## src/rtl/float_dispatch_if.sv

```systemverilog
// Handshake/bus bundle between the FP dispatcher, decoder, operand memory and execution unit.
// mem_err_o exists only when FLOAT_DISPATCH_MEM_TIMEOUT_EN is defined.
interface float_dispatch_if #(
    parameter int unsigned ADDR_W = 16,
    parameter int unsigned DATA_W = 64,
    parameter int unsigned CNT_W  = 16
);
    logic              op_valid_i;
    logic              op_ready_o;
    logic [8:0]        dec_i;
    logic [ADDR_W-1:0] addr_i;
    logic              mem_req_o;
    logic [ADDR_W-1:0] mem_addr_o;
    logic              mem_ack_i;
    logic [DATA_W-1:0] mem_data_i;
    logic              ex_valid_o;
    logic              ex_ready_i;
    logic [2:0]        ex_op_o;
    logic              ex_mem_o;
    logic [DATA_W-1:0] ex_opnd_o;
    logic              ex_done_i;
    logic              illegal_o;
    logic              multi_o;
    logic [CNT_W-1:0]  done_cnt_o;
`ifdef FLOAT_DISPATCH_MEM_TIMEOUT_EN
    logic              mem_err_o;
`endif

    modport master (
        input  op_valid_i, dec_i, addr_i, mem_ack_i, mem_data_i, ex_ready_i, ex_done_i,
        output op_ready_o, mem_req_o, mem_addr_o, ex_valid_o, ex_op_o, ex_mem_o,
               ex_opnd_o, illegal_o, multi_o, done_cnt_o
`ifdef FLOAT_DISPATCH_MEM_TIMEOUT_EN
        , output mem_err_o
`endif
    );

    modport slave (
        output op_valid_i, dec_i, addr_i, mem_ack_i, mem_data_i, ex_ready_i, ex_done_i,
        input  op_ready_o, mem_req_o, mem_addr_o, ex_valid_o, ex_op_o, ex_mem_o,
               ex_opnd_o, illegal_o, multi_o, done_cnt_o
`ifdef FLOAT_DISPATCH_MEM_TIMEOUT_EN
        , input mem_err_o
`endif
    );
endinterface

```

## src/rtl/float_dispatch.sv

```systemverilog
// FP instruction sequencer: accept decoded op, fetch memory operand, issue, wait for completion.
// Optional MEM-phase abort on missing ack: define FLOAT_DISPATCH_MEM_TIMEOUT_EN.
module float_dispatch #(
    parameter int unsigned ADDR_W      = 16,
    parameter int unsigned DATA_W      = 64,
    parameter int unsigned CNT_W       = 16,
    parameter int unsigned MEM_TIMEOUT = 255
) (
    input logic             clk,
    input logic             rst,
    float_dispatch_if.master bus
);
    typedef enum logic [2:0] {S_IDLE, S_MEM, S_ISSUE, S_WAIT, S_DONE} state_t;

    state_t            r_state;
    logic              r_op_ready;
    logic              r_mem_req;
    logic [ADDR_W-1:0] r_mem_addr;
    logic              r_ex_valid;
    logic [2:0]        r_ex_op;
    logic              r_ex_mem;
    logic [DATA_W-1:0] r_ex_opnd;
    logic              r_illegal;
    logic              r_multi;
    logic [CNT_W-1:0]  r_done_cnt;

    logic [2:0]        w_op;
    logic              w_mem;
    logic              w_none;
    logic              w_multi;

`ifdef FLOAT_DISPATCH_MEM_TIMEOUT_EN
    localparam int unsigned TMO_W = (MEM_TIMEOUT > 1) ? $clog2(MEM_TIMEOUT) : 1;
    logic [TMO_W-1:0]  r_tmo;
    logic              r_mem_err;
    assign bus.mem_err_o = r_mem_err;
`endif

    // Lowest flag bit has highest priority; add/sub pairs share an opcode.
    always_comb begin
        w_op  = 3'd0;
        w_mem = 1'b0;
        if      (bus.dec_i[0]) w_op = 3'd0;
        else if (bus.dec_i[1]) w_op = 3'd1;
        else if (bus.dec_i[2]) begin w_op = 3'd1; w_mem = 1'b1; end
        else if (bus.dec_i[3]) w_op = 3'd2;
        else if (bus.dec_i[4]) begin w_op = 3'd2; w_mem = 1'b1; end
        else if (bus.dec_i[5]) w_op = 3'd3;
        else if (bus.dec_i[6]) w_op = 3'd4;
        else if (bus.dec_i[7]) begin w_op = 3'd5; w_mem = 1'b1; end
        else if (bus.dec_i[8]) w_op = 3'd6;
    end

    assign w_none  = (bus.dec_i == '0);
    assign w_multi = ((bus.dec_i & (bus.dec_i - 9'd1)) != '0);

    always_ff @(posedge clk or posedge rst) begin
        if (rst) begin
            r_state    <= S_IDLE;
            r_op_ready <= 1'b0;
            r_mem_req  <= 1'b0;
            r_mem_addr <= '0;
            r_ex_valid <= 1'b0;
            r_ex_op    <= '0;
            r_ex_mem   <= 1'b0;
            r_ex_opnd  <= '0;
            r_illegal  <= 1'b0;
            r_multi    <= 1'b0;
            r_done_cnt <= '0;
`ifdef FLOAT_DISPATCH_MEM_TIMEOUT_EN
            r_tmo      <= '0;
            r_mem_err  <= 1'b0;
`endif
        end else begin
            r_illegal <= 1'b0;
            r_multi   <= 1'b0;
`ifdef FLOAT_DISPATCH_MEM_TIMEOUT_EN
            r_mem_err <= 1'b0;
`endif
            case (r_state)
                S_IDLE: begin
                    // op_ready is low only on the first cycle out of reset.
                    if (!r_op_ready) begin
                        r_op_ready <= 1'b1;
                    end else if (bus.op_valid_i) begin
                        if (w_none) begin
                            r_illegal <= 1'b1;
                        end else begin
                            r_op_ready <= 1'b0;
                            r_multi    <= w_multi;
                            r_ex_op    <= w_op;
                            r_ex_mem   <= w_mem;
                            r_ex_opnd  <= '0;
                            if (w_mem) begin
                                r_mem_req  <= 1'b1;
                                r_mem_addr <= bus.addr_i;
`ifdef FLOAT_DISPATCH_MEM_TIMEOUT_EN
                                r_tmo      <= '0;
`endif
                                r_state    <= S_MEM;
                            end else begin
                                r_ex_valid <= 1'b1;
                                r_state    <= S_ISSUE;
                            end
                        end
                    end
                end
                S_MEM: begin
                    if (bus.mem_ack_i) begin
                        r_ex_opnd  <= bus.mem_data_i;
                        r_mem_req  <= 1'b0;
                        r_ex_valid <= 1'b1;
                        r_state    <= S_ISSUE;
                    end
`ifdef FLOAT_DISPATCH_MEM_TIMEOUT_EN
                    else if (r_tmo == TMO_W'(MEM_TIMEOUT - 1)) begin
                        r_mem_req  <= 1'b0;
                        r_mem_err  <= 1'b1;
                        r_op_ready <= 1'b1;
                        r_state    <= S_IDLE;
                    end else begin
                        r_tmo <= r_tmo + 1'b1;
                    end
`endif
                end
                S_ISSUE: begin
                    if (bus.ex_ready_i) begin
                        r_ex_valid <= 1'b0;
                        r_state    <= bus.ex_done_i ? S_DONE : S_WAIT;
                    end
                end
                S_WAIT: begin
                    if (bus.ex_done_i) r_state <= S_DONE;
                end
                S_DONE: begin
                    r_done_cnt <= r_done_cnt + 1'b1;
                    r_op_ready <= 1'b1;
                    r_state    <= S_IDLE;
                end
                default: r_state <= S_IDLE;
            endcase
        end
    end

    assign bus.op_ready_o = r_op_ready;
    assign bus.mem_req_o  = r_mem_req;
    assign bus.mem_addr_o = r_mem_addr;
    assign bus.ex_valid_o = r_ex_valid;
    assign bus.ex_op_o    = r_ex_op;
    assign bus.ex_mem_o   = r_ex_mem;
    assign bus.ex_opnd_o  = r_ex_opnd;
    assign bus.illegal_o  = r_illegal;
    assign bus.multi_o    = r_multi;
    assign bus.done_cnt_o = r_done_cnt;
endmodule

```

## src/flat_wrapper.sv

```systemverilog
// flat-port wrapper written by rule: the top's interface ports become plain ports
module float_dispatch_flat 
#(
    parameter int unsigned ADDR_W      = 16,
    parameter int unsigned DATA_W      = 64,
    parameter int unsigned CNT_W       = 16,
    parameter int unsigned MEM_TIMEOUT = 255
)
  (clk, rst, bus_op_valid_i, bus_dec_i, bus_addr_i, bus_mem_ack_i, bus_mem_data_i, bus_ex_ready_i, bus_ex_done_i, bus_op_ready_o, bus_mem_req_o, bus_mem_addr_o, bus_ex_valid_o, bus_ex_op_o, bus_ex_mem_o, bus_ex_opnd_o, bus_illegal_o, bus_multi_o, bus_done_cnt_o);
  float_dispatch_if #(.ADDR_W(ADDR_W), .DATA_W(DATA_W), .CNT_W(CNT_W)) bus_i ();
  input logic clk;
  input logic rst;
  input wire logic [$bits(bus_i.op_valid_i)-1:0] bus_op_valid_i;
  input wire logic [$bits(bus_i.dec_i)-1:0] bus_dec_i;
  input wire logic [$bits(bus_i.addr_i)-1:0] bus_addr_i;
  input wire logic [$bits(bus_i.mem_ack_i)-1:0] bus_mem_ack_i;
  input wire logic [$bits(bus_i.mem_data_i)-1:0] bus_mem_data_i;
  input wire logic [$bits(bus_i.ex_ready_i)-1:0] bus_ex_ready_i;
  input wire logic [$bits(bus_i.ex_done_i)-1:0] bus_ex_done_i;
  output wire logic [$bits(bus_i.op_ready_o)-1:0] bus_op_ready_o;
  output wire logic [$bits(bus_i.mem_req_o)-1:0] bus_mem_req_o;
  output wire logic [$bits(bus_i.mem_addr_o)-1:0] bus_mem_addr_o;
  output wire logic [$bits(bus_i.ex_valid_o)-1:0] bus_ex_valid_o;
  output wire logic [$bits(bus_i.ex_op_o)-1:0] bus_ex_op_o;
  output wire logic [$bits(bus_i.ex_mem_o)-1:0] bus_ex_mem_o;
  output wire logic [$bits(bus_i.ex_opnd_o)-1:0] bus_ex_opnd_o;
  output wire logic [$bits(bus_i.illegal_o)-1:0] bus_illegal_o;
  output wire logic [$bits(bus_i.multi_o)-1:0] bus_multi_o;
  output wire logic [$bits(bus_i.done_cnt_o)-1:0] bus_done_cnt_o;
  assign bus_i.op_valid_i = bus_op_valid_i;
  assign bus_i.dec_i = bus_dec_i;
  assign bus_i.addr_i = bus_addr_i;
  assign bus_i.mem_ack_i = bus_mem_ack_i;
  assign bus_i.mem_data_i = bus_mem_data_i;
  assign bus_i.ex_ready_i = bus_ex_ready_i;
  assign bus_i.ex_done_i = bus_ex_done_i;
  assign bus_op_ready_o = bus_i.op_ready_o;
  assign bus_mem_req_o = bus_i.mem_req_o;
  assign bus_mem_addr_o = bus_i.mem_addr_o;
  assign bus_ex_valid_o = bus_i.ex_valid_o;
  assign bus_ex_op_o = bus_i.ex_op_o;
  assign bus_ex_mem_o = bus_i.ex_mem_o;
  assign bus_ex_opnd_o = bus_i.ex_opnd_o;
  assign bus_illegal_o = bus_i.illegal_o;
  assign bus_multi_o = bus_i.multi_o;
  assign bus_done_cnt_o = bus_i.done_cnt_o;
  float_dispatch #(.ADDR_W(ADDR_W), .DATA_W(DATA_W), .CNT_W(CNT_W), .MEM_TIMEOUT(MEM_TIMEOUT)) u_core (.clk(clk), .rst(rst), .bus(bus_i));
endmodule
```

## config.mk

```make
export PLATFORM = sky130hd
export DESIGN_NAME = float_dispatch_flat
export DESIGN_NICKNAME = d
export VERILOG_FILES = /design/src/rtl/float_dispatch_if.sv /design/src/rtl/float_dispatch.sv /design/src/flat_wrapper.sv
export SDC_FILE = /design/constraint.sdc
export NUM_CORES = 1
export LEC_CHECK = 0
export CAP_MARGIN = 40
export CORE_MARGIN = 3
export CORE_UTILIZATION = 46
export CTS_CLUSTER_DIAMETER = 80
export DETAILED_ROUTE_END_ITERATION = 8
export GPL_TIMING_DRIVEN = 0
export PLACE_DENSITY = 0.95
export SETUP_SLACK_MARGIN = 0.4
export SYNTH_ARGS = -nofsm -noshare
export SYNTH_HDL_FRONTEND = slang
export SYNTH_SLANG_ARGS = --single-unit
```

## constraint.sdc

```tcl
create_clock -name clk -period 9.5 [get_ports clk]
set_clock_uncertainty 0.1 [all_clocks]
set_input_delay 1.9 -clock clk [delete_from_list [all_inputs] [get_ports clk]]
set_output_delay 1.9 -clock clk [all_outputs]
set_load 0.05 [all_outputs]
```

==> impl_metrics.py, run 1 <==
metrics = {
    "status": {
        "status": "finished clean",
    },
    "logic_synthesis": {
        "synthArstFlopShare_pct": 100,
        "synth_top_family_by_area": "simple AND/OR/NAND/NOR gates",
        "ys_top_cells_by_area": "dfrtp_1 59%, nand2_1 11%, o21ai_0 7.7%",
        "synth-simple-area-share_pct": 17.8,
        "avgSynthCellArea_sq_um": 10.1,
        "synth_edf_count": 0,
        "syn_area_sq_mm": 0.00460,
        "synth_top_area_cell": "dfrtp_1",
        "ys_types": 43,
        "ys_warn_count": 0,
        "synth_flop_cell": "dfrtp_1",
        "synthAdderAreaFrac_pct": 0.490,
        "synthCells": 455,
        "muxShareOfSynthArea_pct": 5.31,
        "ys_seq_area_share_pct": 58.8,
        "synth_top_area_share_pct": 58.8,
        "synth_compound_area_share_pct": 10.7,
        "ys_seq_elements": 108,
        "synthesis.nets": 551,
        "synth_xor_area_share_pct": 2.86,
    },
    "final_layout": {
        "antenna_cells": 0,
        "drive_above_1_share_pct": 7.00,
        "final_cells": 800,
        "nFillCells": 650,
        "fin_area_sq_mm": 0.00696,
        "layout.nets": 762,
        "synthToLayoutAreaGrowth_pct": 51.5,
    },
    "route": {
        "avgRoutedWirePerCell_um": 16.5,
        "wl_um": 13200,
        "drtIter0Drc": 247,
        "vias": 4114,
        "firstDrtPassIters": 5,
        "route.detailed.drc": 0,
        "ant_nets": 0,
        "via_per_inst": 5.14,
    },
    "worst_setup_path": {
        "cp-start-kind": "input port",
        "cp.required_ns": 9.64,
        "worstSetupPathType": "in -> reg",
        "cp-end-kind": "register",
        "cp_max_fo": 10,
        "arrival_ns": 4.43,
    },
    "job": {
        "maxCapViolCount": 0,
    },
    "sta": {
        "worst_pin_slew_ns": 0.623,
        "finalCriticalPeriod_ns": 4.29,
        "rsz0062_at_grt": "false",
        "finalSetupTns_ns": 0,
        "hold_violations": 0,
        "timing.fmax_mhz": 233,
        "slew_headroom_pct": 57.9,
        "finalSetupViolCount": 0,
        "worst_slack_ns": 5.21,
        "drv_slew": 0,
        "fin_crit_sh_pct": 45.1,
    },
    "placed_design": {
        "dp_hpwl_um": 10200,
        "pre_cts_ws_ns": 4.85,
        "postPlaceCellArea_sq_mm": 0.00678,
        "dp.cells": 784,
        "port_buffers": 199,
        "gp_congestion": 0.851,
    },
    "power": {
        "worst_ir_drop_vdd_mv": 0.172,
        "p_per_area_mw_per_mm2": 360,
        "p_leak_nw": 2.96,
    },
    "cts": {
        "cts_root_buf": "clkbuf_8",
        "hold_buffers": 0,
        "cts_buffer_depth": 2,
        "post_cts_buffers": 0,
        "cts_tree": "done",
        "cts_buffers": 9,
        "path_clk_slew_ns": 0.09,
        "cts.repair.resized": 0,
        "htreeDepth": 3,
        "clock-sinks": 108,
        "clkLatencyLatePin_ns": 0.36,
    },
    "die": {
        "num_rows": 35,
        "core_area_sq_mm": 0.00946,
        "die_w_um": 106,
        "ios": 200,
        "start_util_pct": 48.6,
        "fp.dieH_um": 106,
        "dieArea_sq_mm": 0.0112,
    },
    "hold_path": {
        "min_path_type": "reg -> reg",
    },
    "global_routing": {
        "grt_pass1_vias": 4207,
        "grt_pass1_wl_um": 21500,
        "grt_max_degree": 63,
        "grt_antenna_before_repair": 0,
        "grt_overflow": 0,
        "grt_use_total_pct": 23.7,
    },
}
[Yosys cell counts, types with 2 or more instances]
cell type and count:
mux2_2 11, or3_1 4, nor2b_1 3, buf_6 6, nand4_1 2, nand3_1 8, o31ai_1 5, mux2_4 8
and3_1 3, and4_1 2, nor2_1 15, o21ai_0 71, xnor2_1 12, clkbuf_1 18, a21oi_1 7, nand3b_1 2
xor2_1 3, or4_4 2, dfrtp_1 108, nand2_1 137, inv_1 6
[worst paths after layout]
kind / startpoint / to / slack, ns / cells past startpoint
setup / recovery: bus_dec_i[3] / u_core.bus.mem_addr_o[5] / 5.21 / 8
hold / removal: u_core.bus.done_cnt_o[15] / u_core.bus.done_cnt_o[15] / 0.38 / 1
setup reg to reg: u_core.r_state[1] / u_core.bus.mem_addr_o[5] / 7.11 / 8
hold reg to reg: u_core.bus.done_cnt_o[15] / u_core.bus.done_cnt_o[15] / 0.38 / 1
max in group asynchronous: rst / u_core.bus.ex_opnd_o[19] / 6.72 / 3
min in group asynchronous: rst / u_core.bus.ex_valid_o / 1.87 / 2
[critical path, cell delays in order]
cell,delay [ns]
clkdlybuf4s50_1,0.53
or4_4,0.60
or4_4,0.54
nand2_4,0.13
or2_1,0.12
buf_6,0.15
buf_12,0.15
mux2_4,0.30
[flip-flops by register name (all words and copies together), names as in the netlist]
register / cells
u_core.bus.done_cnt_o: 16
u_core.bus.ex_mem_o: 1
u_core.bus.ex_op_o: 3
u_core.bus.ex_opnd_o: 64
u_core.bus.ex_valid_o: 1
u_core.bus.illegal_o: 1
u_core.bus.mem_addr_o: 16
u_core.bus.mem_req_o: 1
u_core.bus.multi_o: 1
u_core.bus.op_ready_o: 1
u_core.r_state: 3
[cells by family after synthesis]
kind of cell / after synthesis
AO/OA/AOI/OAI: 91
XOR/XNOR: 15
adder cells (fa/ha/maj): 2
buffers and inverters: 32
flip-flops: 108
multiplexers: 19
AND/OR/NAND/NOR: 188
[report_power, final]
group	internal (mW)	switching, mW	leakage (nW)
Clock	0.106	0.159	0.0922
Combinational	0.490	0.981	1.43
Sequential	0.654	0.119	1.43
Total	1.25	1.26	2.96
[area by class of cell]
cell class | instances | area, sq um | area share [%]
Tap cell | 129 | 161 | 2.32
Multi-Input combinational cell | 315 | 1710 | 24.5
Clock buffer | 11 | 141 | 2.03
Buffer | 26 | 163 | 2.34
Timing Repair Buffer | 200 | 2020 | 29.0
Inverter | 6 | 25.0 | 0.359
Sequential cell | 108 | 2700 | 38.8
Clock inverter | 5 | 41.3 | 0.593
[layer usage]
layer	up-vias	share of wire, %	global-route usage [%]
met4	0	1.7	6.66
met2	167	54	43.0
met5	-	0	0
met3	19	5.9	4.74
met1	1994	39	28.7
li1	1934	-	-
[layout by cell type (no fill, tap or decap), types with 2 or more instances in the layout]
cell,n
clkdlybuf4s50_1,199
nand2_1,137
dfrtp_1,108
o21ai_0,71
clkbuf_1,19
nor2_1,15
xnor2_1,12
mux2_2,11
clkbuf_8,10
nand3_1,8
mux2_4,8
a21oi_1,7
buf_6,6
o31ai_1,5
inv_1,5
or3_1,4
xor2_1,3
and3_1,3
nor2b_1,3
or4_4,2
and4_1,2
nand4_1,2
nand3b_1,2
inv_6,2
[per-stage QoR]
stage	hold WS, ns	total power [mW]	util, %
global placement	0.361	2.21	71.4
CTS	0.383	2.52	73.6
detailed placement	0.369	2.26	71.7
floorplan	0.461	1.71	-
global route	0.394	2.63	73.6
finish	0.384	2.51	73.6
Power figures use the tool's default switching activity.
==> run 2, diff against run 1 <==
--- a/config.mk
+++ b/config.mk
@@ -7,11 +7,11 @@
 export LEC_CHECK = 0
 export CAP_MARGIN = 40
 export CORE_MARGIN = 3
-export CORE_UTILIZATION = 46
+export CORE_UTILIZATION = 42
 export CTS_CLUSTER_DIAMETER = 80
 export DETAILED_ROUTE_END_ITERATION = 8
 export GPL_TIMING_DRIVEN = 0
-export PLACE_DENSITY = 0.95
+export PLACE_DENSITY = 0.9
 export SETUP_SLACK_MARGIN = 0.4
 export SYNTH_ARGS = -nofsm -noshare
 export SYNTH_HDL_FRONTEND = slang
==> constraint.sdc (replaced) <==
create_clock -name clk -period 4 [get_ports clk]
set_clock_uncertainty 0.1 [all_clocks]
set_input_delay 0.8 -clock clk [delete_from_list [all_inputs] [get_ports clk]]
set_output_delay 0.8 -clock clk [all_outputs]
set_load 0.05 [all_outputs]
==> run 2 against run 1 <==
  * Cell area increased by 0.86%
  * Register-to-register slack worse by 5.5 ns
  * Global-route usage is 2.4 points lower
  * Critical path depth unchanged
  * Via count decreased by 0.58%
  * Worst hold slack improved by 0.015 ns
  * Largest cell class unchanged
  * Non-clock buffer count rose by 2
  * Total power rose by 140%
  * Sequential share of layout area down 0.33 points
  * Core utilization decreased by 6.5 points
  * Flip-flop and latch count stayed put
  * Cell count grew 1.1%
  * Critical endpoint is now u_core.bus.mem_addr_o[2]
==> impl_metrics.py, run 2 (synthesis gave the netlist of run 1 again) <==
metrics = {
    "worst_setup_path": {
        "rr_worst_depth": 8,
        "arrival_ns": 3.32,
        "crit_path_start": "bus_dec_i[3]",
        "path_cells": "clkdlybuf4s50_1, or4_4, or4_4, nand2_4, or2_1, buf_6, buf_12, mux2_4",
        "worst_path_most_repeated_cell": "or4_4",
        "slowest_delay_ns": 0.59,
        "cp_max_fo": 10,
        "cp.required_ns": 4.15,
        "worstSetupPathType": "in -> reg",
        "cpMaxStageDelayCell": "or4_4",
        "cp-end-kind": "register",
        "reg2reg_to": "u_core.bus.mem_addr_o[2]",
        "ff2ff_setup_slack_ns": 1.62,
        "r2r_start": "u_core.r_state[1]",
        "cp-start-kind": "input port",
    },
    "final_layout": {
        "mostFrequentLayoutCell": "clkdlybuf4s50_1",
        "drive_above_1_share_pct": 7.43,
        "final_cell_mix": "199 x clkdlybuf4s50_1, 137 x nand2_1, 108 x dfrtp_1",
        "utilization_pct": 67.1,
        "fin_area_sq_mm": 0.00702,
        "synthToLayoutAreaGrowth_pct": 52.8,
        "layout.nets": 764,
        "antenna_cells": 0,
        "largest_reg_flops": 64,
    },
    "hold_path": {
        "min_path_type": "reg -> reg",
        "holdCritStartpoint": "u_core.bus.done_cnt_o[9]",
        "hold_end": "u_core.bus.done_cnt_o[9]",
        "whs_path_depth": 1,
    },
    "sta": {
        "worst_pin_slew_ns": 0.566,
        "finalCriticalPeriod_ns": 3.18,
        "finalSetupViolCount": 0,
        "slew_headroom_pct": 61.8,
        "hold_violations": 0,
        "fin_crit_sh_pct": 79.4,
        "finalSetupTns_ns": 0,
        "timing.fmax_mhz": 315,
        "rsz0062_at_grt": "false",
        "drv_slew": 0,
    },
    "die": {
        "dieArea_sq_mm": 0.0122,
        "fp.dieH_um": 111,
        "ios": 200,
        "die_w_um": 111,
        "start_util_pct": 43.9,
        "num_rows": 37,
        "core_area_sq_mm": 0.0105,
    },
    "cts": {
        "post_cts_buffers": 0,
        "cts_tree": "done",
        "cts_root_buf": "clkbuf_8",
        "clkLatencyLatePin_ns": 0.36,
        "hold_buffers": 0,
        "path_clk_slew_ns": 0.11,
        "cts_buffers": 9,
        "clock-sinks": 108,
        "htreeDepth": 3,
        "cts_buffer_depth": 2,
        "cts.repair.resized": 0,
    },
    "global_routing": {
        "grt_overflow": 0,
        "grt_use_total_pct": 21.3,
        "grt_pass1_vias": 4320,
        "grt_pass1_wl_um": 21500,
        "grt_antenna_before_repair": 0,
        "grt_max_degree": 38,
    },
    "power": {
        "p_leak_nw": 2.97,
        "p_per_area_mw_per_mm2": 854,
        "worst_ir_drop_vdd_mv": 0.564,
        "power_mw": 6.00,
    },
    "placed_design": {
        "port_buffers": 199,
        "dp_hpwl_um": 10000,
        "gp_congestion": 0.874,
        "postPlaceCellArea_sq_mm": 0.00680,
    },
    "route": {
        "drtIter0Drc": 232,
        "wl_um": 13200,
        "route.detailed.drc": 0,
        "firstDrtPassIters": 4,
        "avgRoutedWirePerCell_um": 16.3,
        "vias": 4090,
        "via_per_inst": 5.06,
        "ant_nets": 0,
    },
    "status": {
        "status": "finished clean",
    },
    "job": {
        "maxCapViolCount": 0,
    },
}
-- run 2: worst max-delay path, delay by kind of cell --
kind / cells / cell delay [ns]
and+or+nand+nor: 4 / 1.39
buffers and inverters: 3 / 0.83
muxes: 1 / 0.30
-- run 2: how the worst max path moves through the flow --
stage | endpoint | slack, ns
CTS | u_core.bus.mem_addr_o[2] | 0.84
global placement | u_core.bus.mem_addr_o[4] | 0.52
floorplan | u_core.bus.mem_addr_o[0] | 1.15
finish | u_core.bus.mem_addr_o[2] | 0.82
detailed placement | u_core.bus.mem_addr_o[2] | 0.43
global route | u_core.bus.mem_addr_o[2] | 0.78
-- run 2: power by group --
| part | internal (mW) | switching [mW] | total (mW) |
|---|---|---|---|
| registers | 1.55 | 0.277 | 1.83 |
| logic | 1.17 | 2.32 | 3.49 |
| clock network | 0.293 | 0.382 | 0.675 |
-- run 2: final cells by class --
| cell class | instances | area, sq um |
|---|---|---|
| Inverter | 6 | 26.3 |
| Timing Repair Buffer | 202 | 2050 |
| Clock inverter | 7 | 76.3 |
| Multi-Input combinational cell | 315 | 1710 |
| Tap cell | 136 | 170 |
| Clock buffer | 9 | 124 |
| Buffer | 26 | 163 |
| Fill cell | 824 | 3440 |
| Sequential cell | 108 | 2700 |
-- run 2: metal layers --
metal | part of all wire [%] | vias to the layer above | wire length (um) | global-route usage, %
met5 | 0 | - | 0 | 0
met4 | 1.9 | 0 | 255 | 7.80
met3 | 4.7 | 23 | 615 | 3.23
met2 | 53 | 151 | 6970 | 39.0
met1 | 40 | 1976 | 5320 | 25.2
li1 | - | 1940 | - | -
-- run 2: stage by stage --
step / hold slack [ns] / instances / setup slack, ns
2_1_floorplan: 0.461 / 455 / 1.15
3_5_place_dp: 0.379 / 792 / 0.433
3_3_place_gp: 0.361 / 790 / 0.518
4_1_cts: 0.402 / 808 / 0.837
6_report: 0.399 / 809 / 0.824
5_1_grt: 0.430 / 809 / 0.783
